$ cat src/rtl/key_move_ctrl.sv
// key_move_ctrl: WASD keycode decode to edge-checked, auto-repeating knight move requests
module key_move_ctrl #(
    parameter int NUM_SLOTS     = 1,
    parameter int MAP_DIM       = 11,
    parameter int POS_W         = 4,
    parameter int REPEAT_DELAY  = 20,
    parameter int REPEAT_PERIOD = 8
) (
    input  logic                   Clk,
    input  logic                   Reset,
    input  logic                   frame_tick,
    input  logic [8*NUM_SLOTS-1:0] keycode,
    input  logic [POS_W-1:0]       knight_x,
    input  logic [POS_W-1:0]       knight_y,
    input  logic                   move_ready,
    output logic                   move_valid,
    output logic [1:0]             move_dir,
    output logic [3:0]             dir_led,
    output logic                   blocked
);
    localparam int MAXV = REPEAT_DELAY > REPEAT_PERIOD ? REPEAT_DELAY : REPEAT_PERIOD;
    localparam int CW   = $clog2(MAXV + 1);

    typedef enum logic [1:0] {IDLE, ISSUE, WAIT} state_t;

    state_t        state_q, state_d;
    logic [1:0]    dir_q, dir_d, cur_dir;
    logic [CW-1:0] cnt_q, cnt_d;
    logic [3:0]    led_q, led_d;
    logic          rearm_q, rearm_d, first_q, first_d, valid_q, valid_d, blocked_q, blocked_d;
    logic          dir_present, in_map, legal, done;
    logic [7:0]    k;

    always_comb begin
        dir_present = 1'b0;
        cur_dir     = 2'd0;
        k           = 8'd0;
        for (int i = NUM_SLOTS - 1; i >= 0; i--) begin
            k = keycode[8*i +: 8];
            if (k == 8'd26 || k == 8'd4 || k == 8'd22 || k == 8'd7) begin
                dir_present = 1'b1;
                cur_dir     = k == 8'd26 ? 2'd0 : k == 8'd4 ? 2'd1 : k == 8'd22 ? 2'd2 : 2'd3;
            end
        end
    end

    assign led_d  = dir_present ? 4'b1000 >> cur_dir : 4'b0000;
    assign in_map = int'(knight_x) < MAP_DIM && int'(knight_y) < MAP_DIM;
    assign legal  = in_map && (dir_q == 2'd0 ? knight_y != '0 :
                               dir_q == 2'd1 ? knight_x != '0 :
                               dir_q == 2'd2 ? int'(knight_y) != MAP_DIM - 1 :
                                               int'(knight_x) != MAP_DIM - 1);

    always_comb begin
        state_d   = state_q;
        dir_d     = dir_q;
        cnt_d     = cnt_q;
        first_d   = first_q;
        valid_d   = valid_q;
        blocked_d = 1'b0;
        rearm_d   = dir_present ? rearm_q : 1'b0;
        done      = 1'b0;
        case (state_q)
            IDLE: if (dir_present && !rearm_q) begin
                dir_d   = cur_dir;
                first_d = 1'b1;
                state_d = ISSUE;
            end
            ISSUE: if (valid_q) begin
                valid_d = move_ready ? 1'b0 : 1'b1;
                done    = move_ready;
            end else if (legal) begin
                valid_d = 1'b1;
            end else begin
                blocked_d = 1'b1;
                done      = 1'b1;
            end
            WAIT: if (!dir_present) begin
                state_d = IDLE;
            end else if (cur_dir != dir_q) begin
                dir_d   = cur_dir;
                first_d = 1'b1;
                state_d = ISSUE;
            end else if (frame_tick) begin
                cnt_d   = cnt_q - CW'(cnt_q != '0);
                state_d = cnt_q <= CW'(1) ? ISSUE : WAIT;
            end
            default: state_d = IDLE;
        endcase
        // a finished issue (accepted or blocked) decides between release, re-arm and repeat
        if (done) begin
            first_d = 1'b0;
            if (!dir_present || cur_dir != dir_q) begin
                state_d = IDLE;
            end else if (REPEAT_DELAY == 0) begin
                rearm_d = 1'b1;
                state_d = IDLE;
            end else begin
                cnt_d   = first_q ? CW'(REPEAT_DELAY) : CW'(REPEAT_PERIOD);
                state_d = WAIT;
            end
        end
    end

    always_ff @(posedge Clk) begin
        if (Reset) begin
            state_q   <= IDLE;
            dir_q     <= 2'd0;
            cnt_q     <= '0;
            led_q     <= 4'b0000;
            rearm_q   <= 1'b0;
            first_q   <= 1'b0;
            valid_q   <= 1'b0;
            blocked_q <= 1'b0;
        end else begin
            state_q   <= state_d;
            dir_q     <= dir_d;
            cnt_q     <= cnt_d;
            led_q     <= led_d;
            rearm_q   <= rearm_d;
            first_q   <= first_d;
            valid_q   <= valid_d;
            blocked_q <= blocked_d;
        end
    end

    assign move_valid = valid_q;
    assign move_dir   = dir_q;
    assign dir_led    = led_q;
    assign blocked    = blocked_q;
endmodule

$ cat config.mk
export PLATFORM = sky130hd
export DESIGN_NAME = key_move_ctrl
export DESIGN_NICKNAME = d
export VERILOG_FILES = /design/src/rtl/key_move_ctrl.sv
export SDC_FILE = /design/constraint.sdc
export NUM_CORES = 1
export LEC_CHECK = 0
export BUFFER_PORTS_ARGS = -buffer_cell sky130_fd_sc_hd__buf_2
export CAP_MARGIN = 20
export CORE_UTILIZATION = 56
export CTS_CLUSTER_SIZE = 8
export DETAILED_ROUTE_END_ITERATION = 12
export PLACE_DENSITY_LB_ADDON = 0.08
export SLEW_MARGIN = 20
export SYNTH_ARGS = -nofsm -noshare
export SYNTH_HDL_FRONTEND = slang
export SYNTH_SLANG_ARGS = --single-unit
$ cat constraint.sdc
create_clock -name Clk -period 4.7 [get_ports Clk]
set_input_delay 0.94 -clock Clk [delete_from_list [all_inputs] [get_ports Clk]]
set_output_delay 0.94 -clock Clk [all_outputs]
set_load 0.1 [all_outputs]
Yosys cells after proc, flatten, opt, wreduce, memory -nomap -nowiden
Index checks and enable logic that the tools add are counted.
- input port bits: 20
- flip-flop bits (word level): 16
- logic and storage cells: 86
- reduce and logical (&&, ||, !) cells: 18
- magnitude comparators: 3
- muxes and demuxes: 37
- bitwise logic cells: 2
- eq/ne operators: 17
- shifts and indexed selects: 1
- $add $sub $neg: 1
- operators with widths (cell ; number):
    $mux W5 ; 7
    $mux W2 ; 13
    $eq A8 B3 Y1 const B ; 2
    $eq A8 B5 Y1 const B ; 2
    $mux W1 ; 14
    $lt A4 B4 Y1 const B ; 2
    $ne A2 B2 Y1 const B ; 4
    $ne A4 B4 Y1 const B ; 2
    $reduce_bool A4 Y1 ; 2
    $pmux W2 S3 ; 1
    $le A5 B1 Y1 const B ; 1
    $ne A5 B5 Y1 const B ; 1
    $reduce_bool A5 Y1 ; 1
    $sub A5 B1 Y5 ; 1
    $eq A2 B1 Y1 const B ; 2
    $eq A2 B2 Y1 const B ; 2
    $logic_not A2 Y1 ; 2
    $logic_or A1 B1 Y1 ; 4
    $pmux W2 S2 ; 1
    $reduce_and A4 Y1 ; 1
    $reduce_or A2 Y1 ; 2
    $shr A4 B2 Y4 const A ; 1
    $ne A3 B3 Y1 const B ; 1
    $reduce_and A3 Y1 ; 1
    other kinds (7) ; 9

Logic depth before layout (Yosys ltp)
Gate-level depths: netlist of run 1.
- depth after elaboration: 11
- gate-level depth with buffers: 9

Worst setup path before layout of run 1
Ideal clock, no wire load.
- path kind: input to register
- start point: input port keycode[5]
- end point: register cnt_q[0]
- buffers on the path: 1
- path slack: 2.177 ns
- data arrival time: 2.463 ns
- data required time: 4.640 ns
- stages: 7
- cells stage by stage: or3_1 > buf_2 > a211oi_2 > a21oi_2 > a211oi_2 > mux2i_1 > and3b_1
- cells in the longest elaborated chain, start to end: 11
- elaborated cells between the ends (all ways): 20
- classes of those cells: eq/ne: 5; mux: 10; reduce/logical: 5
- ends and longest elaborated chain (element ; line ; source):
    start, declared ; 12 ; input logic [8*NUM_SLOTS-1:0] keycode,
    $eq A8 B5 Y1 / $eq A8 B3 Y1 (equally long branches) ; 40, 42 ;
    $mux W1 / $logic_or A1 B1 Y1 (equally long branches) ; 42, 40 ;
    $mux W2 / $logic_or A1 B1 Y1 (equally long branches) (2 in a row) ; 42, 40 ;
    $mux W2 ; 40 ; if (k == 8'd26 || k == 8'd4 || k == 8'd22 || k == 8'd7) begin
    $ne A2 B2 Y1 ; 80, 93 ;
    $mux W5 ; 80 ; end else if (cur_dir != dir_q) begin
    $mux W5 ; 78 ; WAIT: if (!dir_present) begin
    $mux W5 ; 63 ; case (state_q)
    $mux W5 ; 93 ; if (!dir_present || cur_dir != dir_q) begin
    $mux W5 (*) ; 91 ; if (done) begin
    end signal, assigned ; 118 ; cnt_q <= cnt_d;
    end, declared ; 28 ; logic [CW-1:0] cnt_q, cnt_d;
Every way passes the cells marked *; elsewhere a longest branch is shown, timed or not.
A chain may end at the register's enable or synchronous reset.

Final worst setup path of run 1
- start point: input port keycode[5]
- end point: register dir_q[0], in the netlist move_dir[0]
- cells in the longest elaborated chain, start to end: 8
- elaborated cells between the ends (all ways): 21
- classes of those cells: eq/ne: 8; mux: 9; reduce/logical: 4
- ends and longest elaborated chain (element ; line ; source):
    $eq A8 B5 Y1 / $eq A8 B3 Y1 (equally long branches) ; 40, 42 ;
    $mux W1 / $logic_or A1 B1 Y1 (equally long branches) ; 42, 40 ;
    $mux W2 / $logic_or A1 B1 Y1 (equally long branches) (2 in a row) ; 42, 40 ;
    $mux W2 ; 40 ;
    $ne A2 B2 Y1 / $mux W2 (equally long branches) ; 80 ;
    $ne A2 B2 Y1 (no source line) / $mux W2 (equally long branches) ; -- ;
    $reduce_and A4 Y1 (no source line) / $pmux W2 S2 (equally long branches) ; -- ;
    end signal, assigned ; 117 ; dir_q <= dir_d;
    end, declared ; 27 ; logic [1:0] dir_q, dir_d, cur_dir;
Parallel ways exist; a longest one is shown, timed or not. The select of a mux whose other input is x is not followed.

==> impl_metrics.csv, run 1 <==
group,metric,value,unit
routing,drt-initial-drc-count,18,
final_layout,final_nets,179,
routing,drt-wirelength-per-cell,15.1,um
yosys,synth.distinct_cells,49,
sta,worstMarginPinSlew,0.627,ns
worst_setup_path,reg2regPathDepth,6,
final_layout,post-route-util,73.0,%
die,die_area,0.00222,sq mm
sta,hold_ws,0.537,ns
die,ioPinCount,28,
yosys,synth_ff_type,"dfxtp_1",
yosys,async_flop_share,0,%
final_layout,multi_input_area,787,sq um
final_layout,seq_area,320,sq um
sta,fin_crit_sh,54.0,%
cts,clockRootBuffer,"clkbuf_4",
final_layout,final_common_cell,"buf_2",
yosys,synth_edf_count,0,
placement,dpl.hpwl,2.15,mm
global_routing,overflow,0,
flow_run,cap_violations,0,
worst_setup_path,worstPathMaxFanout,9,
worst_setup_path,startpoint_type,"input pin",
sta,setup_tns,0,ns
power,power_density,206,mW/mm^2
routing,met1_length,1.23,mm
die,rows,15,
power,leakage,0.489,nW
die,die_y,47.1,um
global_routing,grt_max_degree,16,
routing,wl_met2,1.32,mm
worst_setup_path,timing.rr.start,"move_dir[0]",
sta,finalWorstPathRequiredPeriod,2.54,ns
die,die_x,47.1,um
status,status,"finished clean",
yosys,syn-num-nets,150,
placement,port_buffers,27,
worst_setup_path,crit_start,"keycode[5]",
yosys,yosysWarnings,0,
yosys,synth_seq_area_share,28.1,%
placement,pre_cts_ws,1.88,ns
cts,clock-sinks,16,
global_routing,antenna_found_initial,0,
cts,cts_resized,0,
sta,hold_viol_final,0,
routing,wl_met3,93,um
sta,rsz0062_at_grt,"false",
placement,placed_cell_area,0.00129,sq mm
worst_setup_path,rrSetupSlack,2.60,ns
power,power,273,uW
global_routing,grt_pass1_vias,1040,
sta,relSlewSlack,58.2,%
routing,route.vias.total,1126,
yosys,yosysTopAreaCellShare,28.1,%
final_layout,n_antenna_cell,0,
routing,first_pass_iters,4,
cts,cts_buffer_depth,2,
worst_hold_path,hold_path_class,"register to register",
power,irDropWorstVdd,0.159,mV
sta,setup-violations-final,0,
final_layout,num-fill-cells,155,
final_layout,final_cell_mix,"buf_2 (27), dfxtp_1 (16), a21oi_1 (9)",
sta,fin_skew,0.00430,ns
yosys,synth_area,0.00114,sq mm
yosys,synthCells,128,
yosys,synth_area_leader_cell,"dfxtp_1",
final_layout,finalNonFillerCells,181,
routing,viasPerCell,6.22,
cts,worst_skew_pair.late_latency,0.29,ns
cts,post_cts_buffers,0,
cts,cts_tree,"yes",
worst_hold_path,holdPathStages,2,
cts,htreeDepth,1,
yosys,synth_seq_cells,16,
worst_setup_path,crit_arrival,2.74,ns
final_layout,area_delta_synth_final,16.7,%
global_routing,track_usage,27.9,%
sta,fmax,0.394,GHz
routing,wirelength,2.73,mm
worst_setup_path,timing_worst_setup_path_type,"input pin to register",
final_layout,fin_area,0.00133,sq mm
cts,clkTransAtPathRegs,0.09,ns
placement,place.gp.congestion,0.835,
global_routing,grt_pass1_wl,4.31,mm
cts,cts_buffers,3,
routing,route.antenna.remaining_nets,0,
worst_setup_path,cp.required,4.91,ns
die,start_util,62.5,%
routing,drcViolationCount,0,
final_layout,drive_gt1_share,27.6,%
sta,drv_slew,0,
worst_hold_path,holdCritStartpoint,"move_valid",
placement,dp.cells,177,
yosys,syn_avg_cell_area,8.90,sq um
die,coreArea,0.00182,sq mm
sta,final.setup.worst_slack,2.16,ns
cts,cts_hold_buf,0,
worst_setup_path,endpoint_kind,"register",
routing,highest_layer,"met4",
yosys,ys_top_cells_by_area,"dfxtp_1 (28%), a2111oi_4 (4.8%), a21oi_1 (4.0%)",
synth_stat cells, types with 2 or more instances:
library cell,instances
a2111oi_4,2
a211o_1,3
a211oi_1,3
a211oi_2,2
a21oi_1,9
a311oi_1,2
a31oi_1,2
and2_1,4
and3b_1,2
clkbuf_1,2
dfxtp_1,16
ha_1,2
inv_1,5
mux2i_1,4
nand2_1,3
nand2b_1,5
nand3b_1,4
nor2_1,3
nor2b_1,7
nor3_1,7
nor4_1,3
o2111ai_1,2
o21ai_0,3
or2_2,3
or3_1,2
xnor2_1,5
routing by layer:
| layer | track usage [%] | vias up |
|---|---|---|
| met5 | 0 | - |
| met4 | 14.9 | 0 |
| li1 | - | 566 |
| met2 | 48.3 | 34 |
| met3 | 4.62 | 12 |
| met1 | 32.7 | 514 |
worst max-delay path, stage by stage:
cell and delay, ns:
buf_2 0.10, or3_1 0.52, a211oi_2 0.32, a211o_1 0.24, o21ai_0 0.14, and2_1 0.23
a311oi_1 0.25
where the power goes:
group | internal, mW | switching, mW | leakage, nW | total (mW)
sequential | 0.137 | 0.00147 | 0.129 | 0.138
combinational | 0.0175 | 0.0281 | 0.339 | 0.0456
clock | 0.0472 | 0.0424 | 0.0210 | 0.0896
logic make-up (layout without fill, tap and decap cells):
| kind of cell | after synthesis | after routing | synth area share, % |
|---|---|---|---|
| AOI/OAI and AO/OA | 41 | 41 | 30.7 |
| xor gates and xnor gates | 5 | 5 | 3.85 |
| adders and majority gates | 2 | 2 | 2.20 |
| buffers and inverters | 8 | 36 | 2.75 |
| DFF | 16 | 16 | 28.1 |
| muxes | 4 | 4 | 3.52 |
| and+or+nand+nor | 52 | 52 | 28.9 |
registers in the layout (all words and copies together) (netlist names):
register    cells
blocked         1
first_q         1
move_dir        2
state_q         2
dir_led         4
move_valid      1
cnt_q           5
final timing paths:
| check | end |
|---|---|
| worst max-delay path | move_dir[0] |
| worst min-delay path | move_valid |
| worst max register to register | move_dir[0] |
| worst min register to register | move_valid |
cell type report:
type | count | share of cell area, %
inverter | 5 | 1.41
tap | 25 | 2.35
sequential | 16 | 24.1
clock buffer | 4 | 2.73
timing repair buffer | 27 | 10.2
multi-input combinational | 104 | 59.2
No activity file was read; power rests on OpenSTA's default activity.
==> inputs of run 2 (changes only) <==
--- a/config.mk
+++ b/config.mk
@@ -7,7 +7,7 @@
 export LEC_CHECK = 0
 export BUFFER_PORTS_ARGS = -buffer_cell sky130_fd_sc_hd__buf_2
 export CAP_MARGIN = 20
-export CORE_UTILIZATION = 56
+export CORE_UTILIZATION = 52
 export CTS_CLUSTER_SIZE = 8
 export DETAILED_ROUTE_END_ITERATION = 12
 export PLACE_DENSITY_LB_ADDON = 0.08
==> constraint.sdc (replaced) <==
create_clock -name Clk -period 2.5 [get_ports Clk]
set_input_delay 0.5 -clock Clk [delete_from_list [all_inputs] [get_ports Clk]]
set_output_delay 0.5 -clock Clk [all_outputs]
set_load 0.1 [all_outputs]
==> impl_metrics.csv, run 2 (synthesized netlist as in run 1, its figures left out) <==
group,metric,value,unit
status,status,"finished clean",
cts,cts_buffer_depth,2,
routing,wirelength,2.77,mm
global_routing,antenna_found_initial,0,
cts,htreeDepth,1,
sta,relSlewSlack,62.2,%
routing,route.vias.total,1152,
cts,cts_buffers,3,
final_layout,largest_register_ffs,5,
final_layout,final_nets,180,
final_layout,seq_area,320,sq um
sta,setup_tns,0,ns
final_layout,multi_input_area,787,sq um
sta,hold_viol_final,0,
final_layout,post-route-util,66.9,%
cts,worst_skew_pair.late_latency,0.29,ns
flow_run,cap_violations,0,
final_layout,final_cell_mix,"buf_2 (27), dfxtp_1 (16), a21oi_1 (9)",
power,power,524,uW
die,rows,16,
sta,setup-violations-final,0,
worst_setup_path,critPathMaxStageDelay,0.43,ns
routing,drt-wirelength-per-cell,15.0,um
die,start_util,56.9,%
global_routing,grt_pass1_vias,1058,
final_layout,num-fill-cells,182,
die,ioPinCount,28,
worst_setup_path,crit_arrival,2.34,ns
sta,fmax,0.469,GHz
die,coreArea,0.00200,sq mm
cts,clock-sinks,16,
sta,finalWorstPathRequiredPeriod,2.13,ns
routing,drt-initial-drc-count,54,
final_layout,drive_gt1_share,28.0,%
worst_setup_path,startpoint_type,"register",
worst_setup_path,timing_worst_setup_path_type,"register to register",
routing,drcViolationCount,0,
routing,first_pass_iters,4,
final_layout,finalNonFillerCells,184,
power,leakage,0.494,nW
worst_hold_path,hold_path_class,"input pin to register",
placement,pre_cts_ws,0.123,ns
sta,worstMarginPinSlew,0.567,ns
placement,placed_cell_area,0.00130,sq mm
sta,final.setup.worst_slack,0.366,ns
cts,cts_resized,0,
worst_setup_path,path_cells,"or3b_1, a211oi_2, a211o_1, o21ai_0, and2_1, a311oi_1",
worst_setup_path,cp.required,2.71,ns
placement,place.gp.congestion,0.963,
power,irDropWorstVdd,0.211,mV
worst_setup_path,worstPathMaxFanout,9,
cts,post_cts_buffers,0,
final_layout,final_common_cell,"buf_2",
global_routing,track_usage,24.3,%
sta,fin_crit_sh,85.4,%
global_routing,grt_pass1_wl,4.59,mm
final_layout,regMostFlops,"cnt_q",
final_layout,n_antenna_cell,0,
placement,dpl.hpwl,2.10,mm
die,die_x,48.8,um
sta,fin_skew,0.00848,ns
global_routing,overflow,0,
cts,cts_tree,"yes",
global_routing,grt_max_degree,16,
routing,route.antenna.remaining_nets,0,
cts,clockRootBuffer,"clkbuf_4",
final_layout,fin_area,0.00134,sq mm
die,die_y,48.8,um
placement,dp.cells,180,
sta,rsz0062_at_grt,"false",
sta,drv_slew,0,
sta,hold_ws,0.538,ns
power,power_density,391,mW/mm^2
cts,clkTransAtPathRegs,0.11,ns
cts,cts_hold_buf,0,
final_layout,area_delta_synth_final,17.6,%
placement,port_buffers,27,
worst_setup_path,endpoint_kind,"register",
worst_setup_path,critPathSlowestCell,"or3b_1",
routing,viasPerCell,6.26,
die,die_area,0.00238,sq mm
## run 2: cell count changes in the layout (fill, tap and decap cells not counted), sizes merged
cell,change
buf,+1
## run 2: final timing paths
check | from | to | slack, ns | cells past startpoint
max | move_dir[0] | move_dir[0] | 0.37 | 6
min | keycode[3] | dir_led[3] | 0.54 | 3
max reg2reg | move_dir[0] | move_dir[0] | 0.37 | 6
min reg2reg | move_valid | move_valid | 0.54 | 2
## run 2: where the power goes
part	switching (mW)	total (mW)	internal, mW
sequential	0.00284	0.260	0.257
clock	0.0891	0.178	0.0887
combinational	0.0526	0.0862	0.0337
total	0.145	0.524	0.379
## run 2: layout make-up
class | instances | share of cell area, %
Inverter | 5 | 1.40
Tap cell | 27 | 2.52
Timing Repair Buffer | 28 | 10.7
Clock buffer | 4 | 2.71
Sequential cell | 16 | 23.9
Multi-Input combinational cell | 104 | 58.8
## run 2: critical path: cells and delay by family, from the launching register on
family / cells / cell delay, ns
flops: 1 / 0.40
compound gates: 4 / 1.00
simple gates: 2 / 0.65
## run 2: routing by layer
metal / global-route usage (%) / part of all wire [%] / routed length [um] / vias to the layer above
met4: 6.37 / 0.83 / 23 / 0
met3: 4.98 / 7.9 / 220 / 4
met5: 0 / 0 / 0 / -
met2: 41.2 / 47 / 1300 / 59
met1: 31.3 / 44 / 1230 / 531
li1: - / - / - / 558
